<file path="src/rtl/mixer_pkg.sv">
// mixer_pkg: shared types and constants for the audio mixer.
//   mix_state_e   - sample-engine FSM states
//   GAIN_W        - width of each per-source gain register
//   DEFAULT_GAIN  - gain loaded into every source at reset
//   *_WEIGHT      - bit weights of the beeper sources inside the 8-bit level
//   PROD_W        - width of one level*gain product
//   beeper_level  - builds the 8-bit beeper level {spk,ear,mic,5'b0}
package mixer_pkg;

  typedef enum logic [1:0] {
    ST_IDLE  = 2'd0,
    ST_ACCUM = 2'd1,
    ST_DONE  = 2'd2
  } mix_state_e;

  localparam int              GAIN_W       = 4;
  localparam logic [GAIN_W-1:0] DEFAULT_GAIN = 4'd4;
  localparam logic [7:0]      SPK_WEIGHT   = 8'd128;
  localparam logic [7:0]      EAR_WEIGHT   = 8'd64;
  localparam logic [7:0]      MIC_WEIGHT   = 8'd32;
  localparam int              PROD_W       = 12;

  function automatic logic [7:0] beeper_level(input logic spk, input logic ear, input logic mic);
    logic [7:0] lvl;
    lvl = (spk ? SPK_WEIGHT : 8'd0) | (ear ? EAR_WEIGHT : 8'd0) | (mic ? MIC_WEIGHT : 8'd0);
    return lvl;
  endfunction

endpackage

</file>
<file path="src/rtl/sigma_delta_dac.sv">
// sigma_delta_dac: first-order 1-bit sigma-delta modulator.
//   clk, reset   - clock, synchronous active-high reset
//   sample       - DAC_WIDTH-bit unsigned sample, held between updates
//   audio_out    - 1-bit density stream; ones per 2^DAC_WIDTH cycles == sample
module sigma_delta_dac #(
  parameter int DAC_WIDTH = 12
) (
  input  logic                 clk,
  input  logic                 reset,
  input  logic [DAC_WIDTH-1:0] sample,
  output logic                 audio_out
);

  logic [DAC_WIDTH:0] sd_acc_r;
  logic [DAC_WIDTH:0] sum_s;

  // Residue plus sample; the top bit is the carry that forms the output stream.
  always_comb begin
    sum_s = {1'b0, sd_acc_r[DAC_WIDTH-1:0]} + {1'b0, sample};
  end

  // Accumulator register; the stored carry bit is the registered output.
  always_ff @(posedge clk) begin
    if (reset) begin
      sd_acc_r <= '0;
    end else begin
      sd_acc_r <= sum_s;
    end
  end

  assign audio_out = sd_acc_r[DAC_WIDTH];

endmodule

</file>
<file path="src/rtl/audio_mixer_mc.sv">
// audio_mixer_mc: mixes the beeper and NUM_AY AY/YM channels with per-source
// 4-bit gains into a saturated DAC_WIDTH-bit sample, output as sigma-delta.
//   clk, reset        - clock, synchronous active-high reset
//   ear, mic, spk     - beeper/tape sources (source 0)
//   ay_audio          - AY channel i at [8i+7:8i] (source i+1)
//   addr, iow, ior    - ZX-Uno register address and write/read strobes
//   din               - register write data (gain = din[3:0])
//   dout, oe_n        - register read data, low-active valid
//   audio_out         - 1-bit sigma-delta stream
// Optional build macro MIXER_READBACK_EN enables gain readback on ior;
// without it dout is 8'h00 and oe_n is 1.
module audio_mixer_mc
  import mixer_pkg::*;
#(
  parameter int         NUM_AY     = 2,
  parameter int         DAC_WIDTH  = 12,
  parameter int         SAMPLE_DIV = 64,
  parameter logic [7:0] VOL_BASE   = 8'hF0
) (
  input  logic                  clk,
  input  logic                  reset,
  input  logic                  ear,
  input  logic                  mic,
  input  logic                  spk,
  input  logic [8*NUM_AY-1:0]   ay_audio,
  input  logic [7:0]            addr,
  input  logic                  iow,
  input  logic                  ior,
  input  logic [7:0]            din,
  output logic [7:0]            dout,
  output logic                  oe_n,
  output logic                  audio_out
);

  localparam int NUM_SRC = NUM_AY + 1;
  localparam int IDX_W   = $clog2(NUM_SRC);
  localparam int DIV_W   = $clog2(SAMPLE_DIV);
  // Sum of NUM_SRC 12-bit products never overflows this width.
  localparam int ACC_W   = PROD_W + $clog2(NUM_SRC + 1);
  localparam int CMP_W   = (ACC_W > DAC_WIDTH) ? ACC_W : DAC_WIDTH;
  localparam logic [CMP_W-1:0] SAMPLE_MAX = CMP_W'({DAC_WIDTH{1'b1}});

  logic [DIV_W-1:0]     div_r;
  logic                 tick_s;
  mix_state_e           state_r, state_nxt_s;
  logic                 start_s, accum_s, done_s;
  logic [IDX_W-1:0]     idx_r;
  logic [ACC_W-1:0]     acc_r;
  logic [7:0]           level_r [0:NUM_SRC-1];
  logic [GAIN_W-1:0]    gain_r  [0:NUM_SRC-1];
  logic [DAC_WIDTH-1:0] sample_r;
  logic [7:0]           offs_s;
  logic                 in_range_s, wr_s;
  logic [PROD_W-1:0]    prod_s;
  logic [CMP_W-1:0]     acc_ext_s;
  logic [DAC_WIDTH-1:0] sat_s;

  assign tick_s     = (div_r == DIV_W'(SAMPLE_DIV - 1));
  assign offs_s     = addr - VOL_BASE;
  assign in_range_s = (offs_s <= 8'(NUM_AY));
  assign wr_s       = iow & in_range_s;

  // Sample-rate divider; the wrap cycle is the tick.
  always_ff @(posedge clk) begin
    if (reset) begin
      div_r <= '0;
    end else if (tick_s) begin
      div_r <= '0;
    end else begin
      div_r <= div_r + DIV_W'(1'b1);
    end
  end

  // FSM state register.
  always_ff @(posedge clk) begin
    if (reset) begin
      state_r <= ST_IDLE;
    end else begin
      state_r <= state_nxt_s;
    end
  end

  // FSM next state and datapath controls.
  always_comb begin
    state_nxt_s = state_r;
    start_s     = 1'b0;
    accum_s     = 1'b0;
    done_s      = 1'b0;
    case (state_r)
      ST_IDLE: begin
        if (tick_s) begin
          state_nxt_s = ST_ACCUM;
          start_s     = 1'b1;
        end else begin
          state_nxt_s = ST_IDLE;
        end
      end
      ST_ACCUM: begin
        accum_s = 1'b1;
        if (idx_r == IDX_W'(NUM_AY)) begin
          state_nxt_s = ST_DONE;
        end else begin
          state_nxt_s = ST_ACCUM;
        end
      end
      ST_DONE: begin
        done_s      = 1'b1;
        state_nxt_s = ST_IDLE;
      end
      default: begin
        state_nxt_s = ST_IDLE;
      end
    endcase
  end

  // Gain registers; a write lands at the edge, so an ACCUM cycle reading the
  // same source in that cycle still sees the old gain.
  always_ff @(posedge clk) begin
    if (reset) begin
      for (int i = 0; i < NUM_SRC; i++) begin
        gain_r[i] <= DEFAULT_GAIN;
      end
    end else if (wr_s) begin
      gain_r[offs_s[IDX_W-1:0]] <= din[GAIN_W-1:0];
    end
  end

  // Source snapshot taken at the tick so levels stay stable across ACCUM.
  always_ff @(posedge clk) begin
    if (reset) begin
      for (int i = 0; i < NUM_SRC; i++) begin
        level_r[i] <= 8'd0;
      end
    end else if (start_s) begin
      level_r[0] <= beeper_level(spk, ear, mic);
      for (int i = 1; i < NUM_SRC; i++) begin
        level_r[i] <= ay_audio[8*(i-1) +: 8];
      end
    end
  end

  // One level*gain product per ACCUM cycle, and the saturated result.
  always_comb begin
    prod_s    = {{(PROD_W-8){1'b0}}, level_r[idx_r]} * {{(PROD_W-GAIN_W){1'b0}}, gain_r[idx_r]};
    acc_ext_s = CMP_W'(acc_r);
    if (acc_ext_s > SAMPLE_MAX) begin
      sat_s = SAMPLE_MAX[DAC_WIDTH-1:0];
    end else begin
      sat_s = acc_ext_s[DAC_WIDTH-1:0];
    end
  end

  // Accumulator, source index and output sample.
  always_ff @(posedge clk) begin
    if (reset) begin
      acc_r    <= '0;
      idx_r    <= '0;
      sample_r <= '0;
    end else if (start_s) begin
      acc_r <= '0;
      idx_r <= '0;
    end else if (accum_s) begin
      acc_r <= acc_r + ACC_W'(prod_s);
      idx_r <= (idx_r == IDX_W'(NUM_AY)) ? '0 : idx_r + IDX_W'(1'b1);
    end else if (done_s) begin
      sample_r <= sat_s;
    end
  end

`ifdef MIXER_READBACK_EN
  // Combinational gain readback; a simultaneous write suppresses the read.
  always_comb begin
    dout = 8'h00;
    oe_n = 1'b1;
    if (ior && !iow && in_range_s) begin
      dout = {{(8-GAIN_W){1'b0}}, gain_r[offs_s[IDX_W-1:0]]};
      oe_n = 1'b0;
    end else begin
      dout = 8'h00;
      oe_n = 1'b1;
    end
  end
`else
  logic unused_ior_s;
  assign unused_ior_s = ior;
  assign dout         = 8'h00;
  assign oe_n         = 1'b1;
`endif

  sigma_delta_dac #(
    .DAC_WIDTH(DAC_WIDTH)
  ) u_dac (
    .clk      (clk),
    .reset    (reset),
    .sample   (sample_r),
    .audio_out(audio_out)
  );

endmodule

</file>
<file path="config.mk">
export PLATFORM = sky130hd
export DESIGN_NAME = audio_mixer_mc
export DESIGN_NICKNAME = d
export VERILOG_FILES = /design/src/rtl/mixer_pkg.sv /design/src/rtl/sigma_delta_dac.sv /design/src/rtl/audio_mixer_mc.sv
export SDC_FILE = /design/constraint.sdc
export NUM_CORES = 1
export LEC_CHECK = 0
export CAP_MARGIN = 15
export CORE_MARGIN = 2
export CORE_UTILIZATION = 40
export DETAILED_ROUTE_END_ITERATION = 7
export HOLD_SLACK_MARGIN = 0.1
export SYNTH_ARGS = -nofsm -noshare
export SYNTH_HDL_FRONTEND = slang
export SYNTH_HIERARCHICAL = 1
export SYNTH_SLANG_ARGS = --single-unit
</file>
<file path="constraint.sdc">
create_clock -name clk -period 11.15 [get_ports clk]
set_input_delay 1.6725 -clock clk [delete_from_list [all_inputs] [get_ports clk]]
set_output_delay 1.6725 -clock clk [all_outputs]
set_load 0.005 [all_outputs]
</file>
==> impl_metrics.json, run 1 <==
{
  "drcViolationCount": 0,
  "period_minus_slack_ns": 5.23,
  "via_per_inst": 4.85,
  "ctsHoldBuffers": 0,
  "areaGrowthSynthToFinish_pct": 14.1,
  "max_stage_delay_ns": 0.88,
  "hold_path_class": "reg2reg",
  "die_area_mm2": 0.0139,
  "finalHoldViolations": 0,
  "ys_ff_latch": 86,
  "wl_met2_mm": 4.42,
  "wl_met3_um": 319,
  "rsz0062_at_grt": "false",
  "numCtsBuffers": 9,
  "peakVddDrop_mv": 0.0756,
  "p_leak_nw": 2.56,
  "start_kind": "register",
  "cts.repair.resized": 0,
  "grt_pass1_wl_mm": 15.7,
  "dpl_cell_area_mm2": 0.00564,
  "setup_ws_ns": 5.92,
  "synth.area.top_cells": "edfxtp_1 (20%), dfxtp_1 (20%), fa_1 (8.5%)",
  "antennaDiodeCount": 0,
  "antenna_found_initial": 0,
  "cp_cell_sequence": "mux2_2 > o21ai_1 > nor2_1 > fa_1 > fa_1 > inv_1 > fa_1 > inv_1 > ha_1 > a21oi_2 > nor2b_1 > a311o_1 > a31oi_1 > mux2i_1 > o31ai_1",
  "synth.top_cell.area_share_pct": 20.2,
  "fin_crit_sh_pct": 46.9,
  "die_y_um": 118,
  "worst-path-buf-inv": 2,
  "routedWlPerCell_um": 11.9,
  "yosysWarnings": 6,
  "start_util_pct": 41.0,
  "setup_tns_ns": 0,
  "io_pins": 49,
  "ant_nets": 0,
  "ys.flop_type": "dfxtp_1",
  "first_global_vias": 3530,
  "syn_area_mm2": 0.00519,
  "top_layer": "met4",
  "cp_common_cell": "fa_1",
  "firstDrtPassIters": 4,
  "final_cell_area_mm2": 0.00593,
  "drive_above_1_share_pct": 7.90,
  "power_density_mw_per_mm2": 111,
  "num-fill-cells": 1216,
  "cts_root_buf": "clkbuf_16",
  "path_max_fanout": 21,
  "min_delay_path_depth": 1,
  "cts_sinks": 86,
  "drt-initial-drc-count": 183,
  "max_freq_mhz": 191,
  "htree_levels": 3,
  "cp_data_arrival_time_ns": 5.44,
  "cp.required_ns": 11.36,
  "row_count": 41,
  "worst-r2r-cell-count": 15,
  "async_flop_share_pct": 0,
  "crit_type": "reg2reg",
  "core_mm2": 0.0127,
  "tightest_slew_ns": 0.904,
  "clock_path_buffers": 2,
  "num_vias": 3658,
  "avgSynthCellArea_um2": 9.56,
  "ys_seq_area_share_pct": 39.9,
  "port_buffers": 34,
  "cts_tree": "yes",
  "skew_ns": 0.00405,
  "gr-usage-all-layers_pct": 13.9,
  "drv_slew": 0,
  "synth-edff-count": 35,
  "crit_path_end_kind": "register",
  "die_width_um": 118,
  "slew_headroom_pct": 39.4,
  "clk_pin_slew_ns": 0.06,
  "fin_nets": 673,
  "postSynthCellCount": 543,
  "setup_violations": 0,
  "synth_top_area_cell": "edfxtp_1",
  "post-place-ws_ns": 5.86,
  "drt-total-wl_mm": 8.97,
  "cts_setup_buffers": 0,
  "met1_length_mm": 4.07,
  "cpLargestDelayFamily": "adder cells",
  "cp.depth": 15,
  "status": "finished clean",
  "slowest_stage": "dfxtp_1",
  "ys_types": 54,
  "place.gp.congestion": 0.823,
  "clk_latency_ns": 0.34,
  "cap_violations": 0,
  "grt_max_degree": 40,
  "grt-ovfl-total": 0,
  "dp_hpwl_mm": 6.96
}
-- path summary, 6_finish.rpt --
kind	to	startpoint	slack (ns)
max reg2reg	acc_ext_s[10]	register	5.92
min reg2reg	div_r[0]	div_r[0]	0.45
max	acc_ext_s[10]	register	5.92
min	div_r[0]	div_r[0]	0.45
-- placed cells by master, fill, tap and decap left out, types with 9 or more instances in the layout --
cell type and count:
nor2b_1 12, clkbuf_16 9, ha_1 35, and2_1 29, xnor2_1 10, dfxtp_1 51, conb_1 13, mux2i_1 9
nand2_1 30, edfxtp_1 35, a21oi_1 27, inv_1 48, fa_1 22, nor3_1 19, clkdlybuf4s50_1 34, nor2_1 88
-- Yosys cell counts, drive strengths merged (2+ instances only) --
cell type	number
xnor2	10
nand2	30
o31ai	2
o211ai	2
nand2b	6
nor3	20
o21ai	12
inv	48
xor2	6
fa	22
a31oi	5
ha	35
and2	29
edfxtp	35
o22ai	2
buf	18
o21bai	5
dfxtp	51
a21oi	28
and3	5
a211oi	8
nor3b	2
nor2b	12
mux2	8
conb	2
nor2	88
or2	8
nand3	4
a21o	9
a22oi	4
clkbuf	7
mux2i	9
-- registers in the layout (all words and copies together), names as in the netlist, named ones only --
name	count
div_r	6
sample_r	12
gain_r	16
idx_r	2
u_dac/sd_acc_r	13
acc_ext_s	14
level_r	19
state_r	2
-- logic make-up after synthesis --
logic type,Yosys count,share of synthesized area (%)
mux,17,3.47
xor+xnor,16,2.70
other cells,2,0.145
simple gates,209,19.3
compound gates,83,10.9
fa+ha+maj,57,16.9
flops,86,39.9
buf+inv,73,6.70
-- power breakdown --
group          internal, mW  switching [mW]
Clock                 0.169           0.113
Combinational        0.0190          0.0197
Sequential            0.334         0.00195
-- through the flow --
step	total power, mW	cells	hold slack [ns]	util, %
floorplan	0.366	554	0.418	-
global route	0.684	754	0.493	46.8
finish	0.656	754	0.446	46.8
CTS	0.666	754	0.451	46.8
global placement	0.380	738	0.429	44.5
detailed placement	0.382	738	0.441	44.5
-- metal layers --
metal	vias up	track usage, %
li1	1874	-
met1	1724	17.0
met2	48	23.6
met3	12	3.34
met4	0	5.20
met5	-	0
-- layout make-up --
type | count | area, um^2 | area share [%]
Clock inverter | 1 | 5.00 | 0.0844
Timing Repair Buffer | 37 | 363 | 6.12
Inverter | 48 | 180 | 3.04
Multi-Input combinational cell | 395 | 2810 | 47.5
Sequential cell | 86 | 2070 | 35.0
Clock buffer | 15 | 278 | 4.69
Tap cell | 172 | 215 | 3.63
Power figures use the tool's default switching activity.
==> run 2, diff against run 1 <==
==> constraint.sdc (replaced) <==
create_clock -name clk -period 4.2 [get_ports clk]
set_input_delay 0.63 -clock clk [delete_from_list [all_inputs] [get_ports clk]]
set_output_delay 0.63 -clock clk [all_outputs]
set_load 0.005 [all_outputs]
==> impl_metrics.json, run 2 (same netlist as run 1, synthesis figures left out) <==
{
  "die_width_um": 118,
  "violations": "setup timing",
  "cts_sinks": 86,
  "utilization_pct": 50.2,
  "numCtsBuffers": 9,
  "num-fill-cells": 1192,
  "layout_commonest_cell": "nor2_1",
  "path_max_fanout": 7,
  "max_freq_mhz": 237,
  "start_util_pct": 41.0,
  "drt-initial-drc-count": 170,
  "skew_ns": 0.00713,
  "ant_nets": 0,
  "die_area_mm2": 0.0139,
  "cts_root_buf": "clkbuf_16",
  "first_global_vias": 3655,
  "finalHoldViolations": 0,
  "firstDrtPassIters": 4,
  "drt-total-wl_mm": 9.69,
  "grt-ovfl-total": 0,
  "cts_tree": "yes",
  "routedWlPerCell_um": 12.3,
  "crit_type": "reg2reg",
  "cap_violations": 0,
  "clk_pin_slew_ns": 0.07,
  "period_minus_slack_ns": 4.21,
  "row_count": 41,
  "antenna_found_initial": 0,
  "port_buffers": 34,
  "htree_levels": 3,
  "antennaDiodeCount": 0,
  "setup_ws_ns": -0.0119,
  "power_density_mw_per_mm2": 294,
  "io_pins": 49,
  "fin_crit_sh_pct": 100,
  "clk_latency_ns": 0.34,
  "drive_above_1_share_pct": 16.9,
  "tightest_slew_ns": 1.08,
  "fin_nets": 705,
  "hold_slack_ns": 0.451,
  "grt_max_degree": 40,
  "status": "complete, but fails checks",
  "setup_tns_ns": -0.0119,
  "peakVddDrop_mv": 0.263,
  "setup_violations": 1,
  "p_leak_nw": 2.75,
  "rsz0062_at_grt": "true",
  "via_per_inst": 4.82,
  "die_y_um": 118,
  "rrSetupSlack_ns": -0.01,
  "dp_hpwl_mm": 7.37,
  "largest_register_ffs": 19,
  "core_mm2": 0.0127,
  "place.gp.congestion": 0.846,
  "layout_common_cells": "nor2_1 (85), dfxtp_1 (49), inv_1 (46)",
  "num_vias": 3787,
  "drcViolationCount": 0,
  "drv_slew": 0,
  "areaGrowthSynthToFinish_pct": 22.5,
  "crit_path_end_kind": "register",
  "start_kind": "register",
  "hold_path_class": "reg2reg",
  "clock_path_buffers": 2,
  "slew_headroom_pct": 27.7,
  "cp_data_arrival_time_ns": 4.41,
  "cp.required_ns": 4.40,
  "gr-usage-all-layers_pct": 14.8,
  "top_register": "level_r",
  "grt_pass1_wl_mm": 16.6
}
==> run 2: cell types whose count changed in the layout (fill, tap and decap cells not counted), sizes merged <==
| cell | delta |
|---|---|
| buf | +32 |
| bufinv | +2 |
| clkbuf | -6 |
| clkinv | +3 |
| inv | +1 |
==> run 2: path summary, 6_finish.rpt <==
path | from | to | cells after the start
min | div_r[0] | div_r[0] | 1
max reg2reg | register | acc_ext_s[8] | 14
min reg2reg | div_r[0] | div_r[0] | 1
max | register | acc_ext_s[8] | 14
==> run 2: report_power, final <==
group / switching (mW) / internal (mW)
clock: 0.336 / 0.523
sequential: 0.00594 / 0.884
combinational: 0.0567 / 0.0616
==> run 2: through the flow <==
step	std cells	cell area [um^2]	power (mW)	worst slack, ns
after global routing	786	6360	1.94	-0.152
after detailed placement	767	5890	1.02	-0.378
after floorplan	554	5260	0.974	0.0485
after CTS	785	6310	1.89	0.000614
final	786	6360	1.87	-0.0119
after global placement	767	5890	1.02	-0.242
==> run 2: critical path, stage by stage (launching register included) <==
cell	delay (ns)
dfxtp_4	0.39
buf_6	0.14
nor2b_4	0.18
a22oi_1	0.11
or2_2	0.31
fa_1	0.59
fa_2	0.46
fa_1	0.48
inv_1	0.06
ha_4	0.25
nor2b_2	0.16
a311o_1	0.39
a31oi_1	0.21
mux2i_1	0.23
o31ai_1	0.09
==> run 2: final cells by class <==
cell class,count,area (um^2),share of cell area (%)
Timing Repair Buffer,69,622,9.77
Sequential cell,86,2080,32.6
Multi-Input combinational cell,395,2950,46.3
Tap cell,172,215,3.38
Clock buffer,9,225,3.54
Inverter,48,180,2.83
Clock inverter,7,96.3,1.51
==> run 2: routing by layer <==
| metal | share of wire [%] | global-route usage [%] | up-vias |
|---|---|---|---|
| li1 | - | - | 1927 |
| met1 | 45 | 18.0 | 1789 |
| met2 | 50 | 24.9 | 55 |
| met3 | 2.9 | 3.73 | 16 |
| met4 | 2.1 | 5.95 | 0 |
| met5 | 0 | 0 | - |
==> run 2: timing repair <==
| item | in CTS | in global routing |
|---|---|---|
| buffers inserted | 2 | 1 |
| endpoints found under the setup margin | 8 | 8 |
| pin swaps | 13 | 20 |
| hold buffers | 0 | 0 |
| gates resized for setup | 20 | 14 |
==> run 3, diff against run 2 <==
--- a/config.mk
+++ b/config.mk
@@ -9,8 +9,10 @@
 export CORE_MARGIN = 2
 export CORE_UTILIZATION = 40
 export DETAILED_ROUTE_END_ITERATION = 7
+export GPL_ROUTABILITY_DRIVEN = 0
 export HOLD_SLACK_MARGIN = 0.1
 export SYNTH_ARGS = -nofsm -noshare
 export SYNTH_HDL_FRONTEND = slang
 export SYNTH_HIERARCHICAL = 1
 export SYNTH_SLANG_ARGS = --single-unit
+export TNS_END_PERCENT = 1
==> impl_metrics.json, run 3 (same netlist as run 1, synthesis figures left out) <==
{
  "status": "finished clean",
  "cp_cell_sequence": "buf_6 > mux2_4 > o21ai_2 > buf_6 > buf_6 > or2_4 > fa_1 > fa_1 > fa_1 > inv_2 > ha_4 > nor2b_4 > a311o_1 > a31oi_2 > mux2i_1 > o31ai_1",
  "drive_above_1_share_pct": 16.4,
  "row_count": 41,
  "tightest_slew_ns": 1.04,
  "gr-usage-all-layers_pct": 14.5,
  "max_freq_mhz": 239,
  "post-place-ws_ns": -0.261,
  "grt_util_met3_pct": 4.22,
  "fin_crit_sh_pct": 99.4,
  "die_y_um": 118,
  "grt_max_degree": 40,
  "grtUsageMet1_pct": 17.5,
  "setup_ws_ns": 0.0232,
  "setup_violations": 0,
  "globalRouteMet2Util_pct": 25.1,
  "htree_levels": 3,
  "clock_path_buffers": 2,
  "drt-initial-drc-count": 161,
  "drcViolationCount": 0,
  "first_global_vias": 3728,
  "cpLargestDelayFamily": "adder cells",
  "num_vias": 3775,
  "power_density_mw_per_mm2": 277,
  "layout_common_cells": "nor2_1 (88), dfxtp_1 (50), inv_1 (46)",
  "cts_tree": "yes",
  "core_mm2": 0.0127,
  "cts_sinks": 86,
  "skew_ns": 0.00631,
  "numCtsBuffers": 9,
  "drv_slew": 0,
  "finalPower_mw": 1.75,
  "utilization_pct": 50.0,
  "peakVddDrop_mv": 0.284,
  "cp_data_arrival_time_ns": 4.37,
  "die_width_um": 118,
  "firstDrtPassIters": 5,
  "fin_nets": 708,
  "period_minus_slack_ns": 4.18,
  "start_util_pct": 41.0,
  "crit_path_end_kind": "register",
  "io_pins": 49,
  "clk_pin_slew_ns": 0.06,
  "drt-total-wl_mm": 9.55,
  "finalHoldViolations": 0,
  "hold_slack_ns": 0.443,
  "final_cells": 789,
  "max_stage_delay_ns": 0.53,
  "hold_path_class": "reg2reg",
  "cp.required_ns": 4.40,
  "rsz0062_at_grt": "true",
  "cap_violations": 0,
  "cts_root_buf": "clkbuf_16",
  "p_leak_nw": 2.72,
  "worst-path-buf-inv": 4,
  "via_per_inst": 4.78,
  "grt-ovfl-total": 0,
  "port_buffers": 34,
  "die_area_mm2": 0.0139,
  "routedWlPerCell_um": 12.1,
  "ant_nets": 0,
  "grt_pass1_wl_mm": 16.6,
  "slew_headroom_pct": 30.7,
  "path_max_fanout": 5,
  "areaGrowthSynthToFinish_pct": 21.9,
  "dp_hpwl_mm": 7.41,
  "start_kind": "register",
  "crit_type": "reg2reg",
  "dpl.cell_count": 771,
  "layout_commonest_cell": "nor2_1",
  "grt-busiest-layer": "met2",
  "slowest_stage": "fa_1",
  "clk_latency_ns": 0.34,
  "antennaDiodeCount": 0,
  "antenna_found_initial": 0,
  "largest_register_ffs": 19,
  "num-fill-cells": 1201,
  "top_register": "level_r"
}
-- run 3: repair_timing --
item,4_1_cts,5_1_grt
setup endpoints to repair,8,8
hold buffers,0,0
buffers inserted,1,1
resized for setup,12,18
pin swaps,8,17
-- run 3: area by class of cell --
cell class | instances | area [um^2] | share of cell area (%)
Multi-Input combinational cell | 395 | 2940 | 46.4
Sequential cell | 86 | 2080 | 32.8
Timing Repair Buffer | 72 | 644 | 10.2
Clock buffer | 10 | 229 | 3.62
Tap cell | 172 | 215 | 3.40
Inverter | 48 | 180 | 2.85
Clock inverter | 6 | 47.5 | 0.751
-- run 3: metrics by stage --
| step | setup TNS, ns | cell area (um^2) |
|---|---|---|
| floorplan | -0.00591 | 5250 |
| global placement | -0.751 | 5900 |
| detailed placement | -1.30 | 5900 |
| CTS | -0.0344 | 6260 |
| global route | -0.887 | 6330 |
| finish | 0 | 6330 |
-- run 3: power by group --
part,total [mW],switching [mW],leakage (nW),internal (mW)
clock,0.742,0.337,0.127,0.405
combinational,0.123,0.0579,1.83,0.0650
sequential,0.890,0.00592,0.763,0.884
total,1.75,0.401,2.72,1.35
-- run 3: worst paths after layout --
path              startpoint       endpoint  slack, ns  depth (start not counted)
setup / recovery    register  acc_ext_s[10]       0.02                         16
hold / removal      div_r[0]       div_r[0]       0.44                          1
setup reg to reg    register  acc_ext_s[10]       0.02                         16
hold reg to reg     div_r[0]       div_r[0]       0.44                          1
-- run 3: routing by layer --
layer	part of all wire, %	routed length (um)
met5	0	0
met3	2.9	276
met1	46	4390
met4	1.3	122
met2	50	4760
